`src/rtl/tweak_fetch_pkg.sv`:
```
// Shared widths and the fetch entry layout used by the fetch stage,
// the instruction ROM and the decoder.
package tweak_fetch_pkg;

  localparam int TF_ADDR_W   = 4;
  localparam int TF_WORD_W   = 32;
  localparam int TF_DEPTH    = 2;
  localparam int TF_RESET_PC = 0;

  typedef struct packed {
    logic [TF_WORD_W-1:0] word;
    logic [TF_ADDR_W-1:0] pc;
  } fetch_entry_t;

  // Width of an occupancy count able to hold 0..depth.
  function automatic int level_w(input int depth);
    return $clog2(depth) + 1;
  endfunction

endpackage

```
`src/rtl/tweak_fetch_fifo.sv`:
```
// Prefetch FIFO: circular storage of {word, pc} entries with push, pop and
// a single-cycle flush that takes priority over both.
module tweak_fetch_fifo
  import tweak_fetch_pkg::*;
#(
  parameter int DEPTH = TF_DEPTH,
  parameter int W     = TF_WORD_W + TF_ADDR_W
) (
  input  logic                     CLK,
  input  logic                     NRES,
  input  logic                     i_push,
  input  logic [W-1:0]             i_din,
  input  logic                     i_pop,
  input  logic                     i_flush,
  output logic [W-1:0]             o_head,
  output logic [$clog2(DEPTH):0]   o_level,
  output logic                     o_full,
  output logic                     o_empty
);

  localparam int PTR_W = $clog2(DEPTH);
  localparam int LVL_W = PTR_W + 1;

  logic [W-1:0]     r_mem [DEPTH];
  logic [PTR_W-1:0] r_wr_ptr;
  logic [PTR_W-1:0] r_rd_ptr;
  logic [LVL_W-1:0] r_level;
  logic             w_wr;
  logic             w_rd;

  function automatic logic [PTR_W-1:0] ptr_inc(input logic [PTR_W-1:0] p);
    return (p == PTR_W'(DEPTH - 1)) ? '0 : p + 1'b1;
  endfunction

  assign w_wr = i_push && !i_flush;
  assign w_rd = i_pop && !o_empty && !i_flush;

  always_ff @(posedge CLK or negedge NRES) begin
    if (!NRES) begin
      r_wr_ptr <= '0;
      r_rd_ptr <= '0;
      r_level  <= '0;
    end else if (i_flush) begin
      r_wr_ptr <= '0;
      r_rd_ptr <= '0;
      r_level  <= '0;
    end else begin
      if (w_wr) r_wr_ptr <= ptr_inc(r_wr_ptr);
      if (w_rd) r_rd_ptr <= ptr_inc(r_rd_ptr);
      case ({w_wr, w_rd})
        2'b10:   r_level <= r_level + 1'b1;
        2'b01:   r_level <= r_level - 1'b1;
        default: ;
      endcase
    end
  end

  // Storage needs no reset: the head is only looked at while the level is non-zero.
  always_ff @(posedge CLK) begin
    if (w_wr) r_mem[r_wr_ptr] <= i_din;
  end

  assign o_head  = r_mem[r_rd_ptr];
  assign o_level = r_level;
  assign o_empty = (r_level == '0);
  assign o_full  = (r_level == LVL_W'(DEPTH));

endmodule

```
`src/rtl/tweak_fetch.sv`:
```
// Instruction fetch stage: owns the PC, issues reads to a 1-cycle ROM,
// buffers returned words and hands them to the decoder over valid/ready.
module tweak_fetch
  import tweak_fetch_pkg::*;
#(
  parameter int          ADDR_W   = TF_ADDR_W,
  parameter int          WORD_W   = TF_WORD_W,
  parameter int          DEPTH    = TF_DEPTH,
  parameter int unsigned RESET_PC = TF_RESET_PC
) (
  input  logic                   CLK,
  input  logic                   NRES,
  output logic                   rom_rd_en,
  output logic [ADDR_W-1:0]      rom_addr,
  input  logic [WORD_W-1:0]      rom_data,
  input  logic                   redirect_valid,
  input  logic [ADDR_W-1:0]      redirect_addr,
  output logic                   insn_valid,
  input  logic                   insn_ready,
  output logic [WORD_W-1:0]      insn_data,
  output logic [ADDR_W-1:0]      insn_pc,
  output logic [$clog2(DEPTH):0] fifo_level
);

  // Handshake: a word transfers at a posedge where insn_valid && insn_ready;
  // the head (insn_data/insn_pc) is held stable while valid is high and ready low.

  localparam int LVL_W = $clog2(DEPTH) + 1;
  localparam logic [LVL_W:0] DEPTH_C = (LVL_W + 1)'(DEPTH);

  typedef struct packed {
    logic [WORD_W-1:0] word;
    logic [ADDR_W-1:0] pc;
  } entry_t;

  logic [ADDR_W-1:0] r_pc;
  logic [ADDR_W-1:0] r_tag;
  logic              r_inflight;
  logic              r_kill;

  logic              w_pop;
  logic              w_push;
  logic              w_issue;
  logic [LVL_W:0]    w_occupancy;
  logic [LVL_W-1:0]  w_level;
  logic              w_full;
  logic              w_empty;
  entry_t            w_din;
  entry_t            w_head;

  assign w_pop = !w_empty && insn_ready;

  // Credits: buffered words plus the one in flight, minus the one leaving now.
  assign w_occupancy = {1'b0, w_level} + (LVL_W + 1)'(r_inflight)
                     - (LVL_W + 1)'(w_pop);
  assign w_issue     = NRES && !redirect_valid && (w_occupancy < DEPTH_C);

  // A word returning during a redirect is dropped by the flush; r_kill
  // guards the return slot that follows the redirect edge.
  assign w_push = r_inflight && !r_kill;
  assign w_din  = '{word: rom_data, pc: r_tag};

  always_ff @(posedge CLK or negedge NRES) begin
    if (!NRES) begin
      r_pc       <= ADDR_W'(RESET_PC);
      r_tag      <= '0;
      r_inflight <= 1'b0;
      r_kill     <= 1'b0;
    end else if (redirect_valid) begin
      r_pc       <= redirect_addr;
      r_inflight <= 1'b0;
      r_kill     <= r_inflight;
    end else begin
      r_inflight <= w_issue;
      r_kill     <= 1'b0;
      if (w_issue) begin
        r_pc  <= r_pc + 1'b1;
        r_tag <= r_pc;
      end
    end
  end

  tweak_fetch_fifo #(
    .DEPTH (DEPTH),
    .W     (WORD_W + ADDR_W)
  ) u_fifo (
    .CLK     (CLK),
    .NRES    (NRES),
    .i_push  (w_push),
    .i_din   (w_din),
    .i_pop   (w_pop),
    .i_flush (redirect_valid),
    .o_head  (w_head),
    .o_level (w_level),
    .o_full  (w_full),
    .o_empty (w_empty)
  );

  assign rom_rd_en  = w_issue;
  assign rom_addr   = r_pc;
  assign insn_valid = !w_empty;
  assign insn_data  = w_empty ? '0 : w_head.word;
  assign insn_pc    = w_empty ? '0 : w_head.pc;
  assign fifo_level = w_level;

  logic w_unused;
  assign w_unused = w_full;

endmodule

```
`config.mk`:
```
export PLATFORM = sky130hd
export DESIGN_NAME = tweak_fetch
export DESIGN_NICKNAME = d
export VERILOG_FILES = /design/src/rtl/tweak_fetch_pkg.sv /design/src/rtl/tweak_fetch_fifo.sv /design/src/rtl/tweak_fetch.sv
export SDC_FILE = /design/constraint.sdc
export NUM_CORES = 1
export LEC_CHECK = 0
export CORE_ASPECT_RATIO = 1.25
export CORE_MARGIN = 2
export CORE_UTILIZATION = 46
export CTS_BUF_LIST = sky130_fd_sc_hd__clkbuf_8
export DETAILED_ROUTE_END_ITERATION = 8
export PLACE_DENSITY = 0.83
export SETUP_SLACK_MARGIN = 0.2
export SYNTH_ARGS = -nofsm -noshare
export SYNTH_HDL_FRONTEND = slang
export SYNTH_SLANG_ARGS = --single-unit
```
`constraint.sdc`:
```
create_clock -name CLK -period 4.1 [get_ports CLK]
set_input_delay 0.82 -clock CLK [delete_from_list [all_inputs] [get_ports CLK]]
set_output_delay 0.82 -clock CLK [all_outputs]
set_load 0.05 [all_outputs]
```
==> summary.txt, run 1 <==
Hold path
  • Hold/Removal Path Class: flip-flop to flip-flop

Run
  • Maxcap violations: 0

Clock tree
  • CTS tree: yes
  • Number of CTS-inserted buffers: 9
  • Max Buffers Root-to-Sink: 2
  • H-tree depth: 3
  • Clock Sink Count: 86
  • CTS hold repair buffers: 0
  • Clock latency reported for the late side of the worst-skew pair: 0.35 ns
  • Clock edge transition at the registers on the reported setup and hold paths: 0.08 ns
  • CTS root buffer: clkbuf_8

Global route
  • Maximum number of pins on one net before global-route repair: 38
  • Via count of the first global-routing pass: 2125
  • Overall Global Routing Usage: 16.6%
  • First-pass GRT wire length: 10.1 mm
  • Global route total overflow: 0
  • Number of antenna violations at the first check in global routing: 0

Placed design
  • DP Wirelength: 4.25 mm
  • Final weighted congestion in routability-driven placement: 0.742
  • PortBufs: 83
  • Setup slack at placement: 0.243 ns

Timing
  • Max Clock Skew: 0.00769 ns
  • Highest clock frequency the design can meet: 264 MHz
  • Final period utilization: 92.4%
  • Final max-slew violation count: 0
  • Hold violation count in the final report: 0
  • Setup violations, final: 0
  • Slew of the pin with the lowest slew margin: 0.865 ns
  • Minimum setup slack in the final design: 0.314 ns
  • Shortest clock period the worst path allows after layout: 3.79 ns
  • Unrepaired setup endpoints after global routing: false
  • Relative slew slack: 42.2%
  • Min Hold Slack: 0.486 ns
  • Final TNS setup: 0 ns

Final layout
  • Nets: 356
  • Area added between synthesis and finish: 34.0%
  • Area occupied by registers: 2510 um2
  • Diodes inserted: 0
  • Multi-input gate area in the final layout: 888 um2
  • Fraction of layout instances using a drive strength above 1: 10.7%
  • Layout fillers: 553

Critical path
  • Worst Path Required: 3.28 ns
  • Setup crit end kind: output port
  • Max FO, Critical Path: 9
  • Critical path class: primary input to output port
  • Data arrival time of the critical path: 2.97 ns
  • Crit path buf inv count: 3
  • Setup crit start kind: primary input
  • Slowest stage cell, crit path: clkdlybuf4s50_1
  • Largest stage delay on the critical path: 0.46 ns
  • Cell family with the largest share of critical-path delay: buffers and inverters
  • Sequence of cells on the critical path: clkdlybuf4s50_1, o21ai_1, inv_1, ha_1, nand2b_1, fa_2, xor2_4, nor3_4, buf_12

Detailed routing
  • Average wire length per cell after detail routing: 15.7 um
  • Via count: 2065
  • Number of DRC markers after the initial detailed-route iteration: 107
  • Final antenna-violating net count: 0
  • Overall routed net length: 6.45 mm
  • First drt pass iteration count: 4
  • Routed via count divided by cell count: 5.04
  • DRC violation count after routing: 0

Synthesis
  • Synth Register Bits: 86
  • Cell area after synthesis: 3450 um2
  • Synth area leader: edfxtp_1
  • Synthesis warning total: 0
  • Mapped Cells: 222
  • Leading cell types by total area after synthesis: edfxtp_1 63%, mux2i_1 10%, dfrtp_1 10%
  • Mean cell area of the mapped netlist: 15.6 um2
  • Area share of the largest cell type after synthesis: 62.6%
  • Unique cell type count in the Yosys netlist: 34
  • Post-synthesis net count: 265
  • Sequential-to-total area share from yosys stat: 72.7%

Status
  • Status: finished, final reports clean

Die
  • Area of the core: 7310 um2
  • Die Y-Extent: 101 um
  • Area of the die: 8220 um2
  • I/O pin count: 84
  • Die Wd: 81.5 um
  • Initial cell density of the core: 47.2%
  • Row count: 35

Pwr
  • Power density cells: 407 nW/um2
  • Worst VDD drop: 0.290 mV
  • LEAKAGE: 0.00157 uW
-- per-stage QoR --
stage / util [%] / instances / total power (uW) / instance area [um2]
3_5_place_dp: 60.5 / 393 / 1330 / 4420
3_3_place_gp: 60.5 / 393 / 1320 / 4420
2_1_floorplan: - / 222 / 1200 / 3460
6_report: 63.3 / 410 / 1880 / 4630
4_1_cts: 63.2 / 409 / 1900 / 4620
5_1_grt: 63.3 / 410 / 1960 / 4630
-- path summary, 6_finish.rpt --
| check | startpoint | endpoint | slack [ns] | cells past startpoint |
|---|---|---|---|---|
| min in group asynchronous | NRES | r_tag[2]$_DFFE_PN0P_ | 0.78 | 2 |
| worst min-delay path | r_tag[1]$_DFFE_PN0P_ | u_fifo.r_mem[1][1]$_DFFE_PP_ | 0.49 | 0 |
| max in group asynchronous | NRES | u_fifo.r_rd_ptr$_DFFE_PN0P_ | 3.14 | 2 |
| worst max-delay path | insn_ready | rom_rd_en | 0.31 | 9 |
| worst max register to register | u_fifo.o_level[1]$_DFFE_PN0P_ | rom_addr[3]$_DFFE_PN0P_ | 1.21 | 9 |
| worst min register to register | r_tag[1]$_DFFE_PN0P_ | u_fifo.r_mem[1][1]$_DFFE_PP_ | 0.49 | 0 |
-- final cells by class --
type	instances	area share, %
inverters	6	0.486
multi-input cells	120	19.2
clock inverters	7	1.57
clock buffers	9	2.68
well taps	92	2.49
flip-flops and latches	86	54.3
repair buffers	90	19.3
-- layout by cell type (no fill, tap or decap), types with 4 or more instances in the layout --
cell              n
edfxtp_1         72
clkbuf_8          9
inv_1             6
clkdlybuf4s50_1  82
mux2_2            4
nand2_1           4
nor2_1           41
buf_4             7
mux2i_1          36
dfrtp_1          13
-- cells in the mapped netlist --
| cell | number |
|---|---|
| xnor2_1 | 1 |
| or4b_1 | 1 |
| and3_1 | 1 |
| fa_1 | 1 |
| nor3_4 | 1 |
| o311ai_1 | 1 |
| o31ai_1 | 2 |
| buf_6 | 1 |
| mux2i_1 | 36 |
| a21oi_1 | 1 |
| o21ai_0 | 2 |
| edfxtp_1 | 72 |
| nor3b_1 | 1 |
| nand3_1 | 1 |
| a31oi_1 | 2 |
| nand2_1 | 4 |
| o21a_1 | 1 |
| or4_1 | 3 |
| nor2_1 | 42 |
| inv_1 | 6 |
| clkbuf_1 | 2 |
| a311oi_1 | 1 |
| and2_1 | 1 |
| mux2_2 | 4 |
| ha_1 | 2 |
| buf_2 | 7 |
| o211ai_1 | 1 |
| and3b_1 | 1 |
| nor2b_1 | 2 |
| xor2_4 | 1 |
| xor2_1 | 1 |
| nand2b_1 | 2 |
| dfrtp_1 | 14 |
| nor3_1 | 3 |
-- where the power goes --
group          leakage [uW]  internal, uW  total, uW  switching [uW]
registers          0.000825           994       1020            30.4
logic              0.000644           121        283             162
clock network     0.0000972           282        576             293
total               0.00157          1400       1880             486
-- per-layer routing --
| layer | share of wire (%) | GRT usage (%) | vias to the layer above |
|---|---|---|---|
| li1 | - | - | 995 |
| met1 | 39 | 18.6 | 996 |
| met2 | 54 | 29.3 | 57 |
| met3 | 4.4 | 2.69 | 17 |
| met4 | 2.9 | 9.78 | 0 |
| met5 | 0 | 0 | - |
-- cells by family after synthesis --
family	count (synthesis)	synth area share [%]
compound gates	11	2.17
xor+xnor	3	1.30
fa+ha+maj	3	1.30
buf+inv	16	2.21
flops	86	72.7
mux	40	11.7
simple gates	63	8.55
-- registers in the layout, summed over array words and instances, names as in the netlist --
signal	count
rom_addr	4
r_tag	4
u_fifo.o_level	2
u_fifo.r_rd_ptr	1
u_fifo.r_mem	72
u_fifo.r_wr_ptr	1
r_inflight	1
r_kill	1
-- timing repair --
item,in CTS,in global routing
setup endpoints to repair,0,1
setup buffers,0,1
resized for setup,0,2
Note: power is estimated with default switching activity, not from simulation.
==> inputs of run 2 (changes only) <==
--- a/config.mk
+++ b/config.mk
@@ -7,9 +7,10 @@
 export LEC_CHECK = 0
 export CORE_ASPECT_RATIO = 1.25
 export CORE_MARGIN = 2
-export CORE_UTILIZATION = 46
+export CORE_UTILIZATION = 59
 export CTS_BUF_LIST = sky130_fd_sc_hd__clkbuf_8
 export DETAILED_ROUTE_END_ITERATION = 8
+export DONT_BUFFER_PORTS = 1
 export PLACE_DENSITY = 0.83
 export SETUP_SLACK_MARGIN = 0.2
 export SYNTH_ARGS = -nofsm -noshare
==> run 2 against run 1 <==
- critical path depth is 2 lower
- maximum frequency grew 7.0%
- final cell count down 26%
- setup slack gained 0.25 ns
- first-iteration DRC count grew 13%
- sequential share of layout area rose by 12 points
- clock power grew 6.8%
- power is 3.0% lower
- register-to-register slack got worse by 0.18 ns
- count of clock-buffer cells in the layout stayed put
- sequential cell count is the same
- wire length fell by 16%
- highest routed layer unchanged
==> summary.txt, run 2 (synthesis gave the netlist of run 1 again) <==
Status
  • Status: finished, final reports clean (unchanged)

Detailed routing
  • Average wire length per cell after detail routing: 17.9 um (was 15.7 um)
  • Number of DRC markers after the initial detailed-route iteration: 121 (was 107)
  • First drt pass iteration count: 4 (unchanged)
  • Final antenna-violating net count: 0 (unchanged)
  • DRC violation count after routing: 0 (unchanged)
  • Via count: 1761 (was 2065)
  • Overall routed net length: 5.45 mm (was 6.45 mm)
  • Routed via count divided by cell count: 5.79 (was 5.04)

Timing
  • Final max-slew violation count: 0 (unchanged)
  • Max Clock Skew: 0.00869 ns (was 0.00769 ns)
  • Relative slew slack: 37.9% (was 42.2%)
  • Slew of the pin with the lowest slew margin: 0.928 ns (was 0.865 ns)
  • Highest clock frequency the design can meet: 283 MHz (was 264 MHz)
  • Setup violations, final: 0 (unchanged)
  • Unrepaired setup endpoints after global routing: false (unchanged)
  • Shortest clock period the worst path allows after layout: 3.54 ns (was 3.79 ns)
  • Minimum setup slack in the final design: 0.562 ns (was 0.314 ns)
  • Final TNS setup: 0 ns (unchanged)
  • Final period utilization: 86.3% (was 92.4%)
  • Min Hold Slack: 0.167 ns (was 0.486 ns)
  • Hold violation count in the final report: 0 (unchanged)

Clock tree
  • Clock latency reported for the late side of the worst-skew pair: 0.34 ns (was 0.35 ns)
  • Number of CTS-inserted buffers: 9 (unchanged)
  • CTS hold repair buffers: 0 (unchanged)
  • CTS tree: yes (unchanged)
  • CTS root buffer: clkbuf_8 (unchanged)
  • Count of cells resized by post-cts repair: 0 (unchanged)
  • H-tree depth: 3 (unchanged)
  • Clock Sink Count: 86 (unchanged)
  • Clock edge transition at the registers on the reported setup and hold paths: 0.08 ns (about the same)
  • Setup bufs post-CTS: 0 (unchanged)
  • Max Buffers Root-to-Sink: 2 (unchanged)

Critical path
  • Worst r2r path cells: 9 (unchanged)
  • Data arrival time of the critical path: 2.72 ns (was 2.97 ns)
  • Max FO, Critical Path: 9 (unchanged)
  • Worst R2R Start: u_fifo.o_level[0]$_DFFE_PN0P_ (was u_fifo.o_level[1]$_DFFE_PN0P_)
  • Setup crit start kind: flip-flop (was primary input)
  • Worst Path Required: 3.28 ns (about the same)
  • Launching element of the worst setup path: u_fifo.o_level[0]$_DFFE_PN0P_ (was insn_ready)
  • Setup crit end kind: output port (unchanged)
  • Critical path class: flip-flop to output port (was primary input to output port)

Final layout
  • Nets: 276 (was 356)
  • Fraction of layout instances using a drive strength above 1: 14.3% (was 10.7%)
  • Largest register by flop count: u_fifo.r_mem (unchanged)
  • Diodes inserted: 0 (unchanged)
  • Area added between synthesis and finish: 9.67% (was 34.0%)
  • Non-filler instance count after layout: 304 (was 410)
  • Top library cells by usage in the layout, fill and taps aside: 72 x edfxtp_1, 41 x nor2_1, 36 x mux2i_1 (was 82 x clkdlybuf4s50_1, 72 x edfxtp_1, 41 x nor2_1)
  • Number of flip-flops in the largest register: 72 (unchanged)
  • Commonest non-fill, non-tap cell in the layout: edfxtp_1 (was clkdlybuf4s50_1)

Placed design
  • Final weighted congestion in routability-driven placement: 0.699 (was 0.742)
  • DP Wirelength: 3.71 mm (was 4.25 mm)
  • DP Cell Count: 288 (was 393)
  • PortBufs: 0 (was 83)
  • Setup slack at placement: 0.631 ns (was 0.243 ns)

Die
  • Area of the die: 6490 um2 (was 8220 um2)
  • Row count: 31 (was 35)
  • Initial cell density of the core: 60.2% (was 47.2%)
  • Area of the core: 5740 um2 (was 7310 um2)
  • Die Y-Extent: 89.6 um (was 101 um)
  • I/O pin count: 84 (unchanged)
  • Die Wd: 72.4 um (was 81.5 um)

Global route
  • First-pass GRT wire length: 8.12 mm (was 10.1 mm)
  • Overall Global Routing Usage: 17.4% (was 16.6%)
  • Number of antenna violations at the first check in global routing: 0 (unchanged)
  • Global route total overflow: 0 (unchanged)
  • Via count of the first global-routing pass: 1662 (was 2125)
  • Maximum number of pins on one net before global-route repair: 37 (was 38)

Pwr
  • Power density cells: 482 nW/um2 (was 407 nW/um2)
  • Worst VDD drop: 0.282 mV (was 0.290 mV)
  • LEAKAGE: 0.00127 uW (was 0.00157 uW)

Run
  • Maxcap violations: 0 (unchanged)

Hold path
  • Hold/Removal Path Class: primary input to asynchronous set/reset pin (was flip-flop to flip-flop)
[run 2: power breakdown]
part           switching, uW  internal (uW)
combinational            120           49.7
clock                    277            338
sequential              48.2            994
total                    445           1380
[run 2: per-stage QoR]
stage	total power [uW]	instance area [um2]	utilization [%]
after floorplan	1200	3460	-
after global placement	1230	3570	62.3
after detailed placement	1230	3570	62.3
after CTS	1840	3790	66.0
after global routing	1890	3790	66.0
final	1830	3790	66.0
[run 2: worst paths after layout]
kind / to / slack (ns)
max in group asynchronous: u_fifo.r_rd_ptr$_DFFE_PN0P_ / 3.85
min reg2reg: u_fifo.r_mem[1][3]$_DFFE_PP_ / 0.48
max reg2reg: r_tag[0]$_DFFE_PN0P_ / 1.03
min in group CLK: u_fifo.r_mem[1][3]$_DFFE_PP_ / 0.48
min: r_tag[1]$_DFFE_PN0P_ / 0.17
max: rom_rd_en / 0.56
[run 2: critical path, cell delays in order (launching register included)]
cell	delay (ns)
dfrtp_1	0.39
o21ai_0	0.28
inv_1	0.08
ha_1	0.26
nand2b_1	0.16
fa_1	0.48
nand2_1	0.19
nor3_4	0.55
[run 2: per-layer routing]
layer  global-route usage, %  vias up  share of wire (%)
met5                       0        -                  0
met4                    6.73        0               0.94
met3                    7.67        4                7.6
met2                    30.4       69                 51
met1                    18.6      857                 40
li1                        -      831                  -
[run 2: area by class of cell]
class / instances / area (um2)
Sequential cell: 86 / 2510
Fill cell: 406 / 1950
Clock buffer: 9 / 124
Timing Repair Buffer: 10 / 75.1
Clock inverter: 7 / 90.1
Tap cell: 66 / 82.6
Multi-Input combinational cell: 120 / 881
Inverter: 6 / 22.5
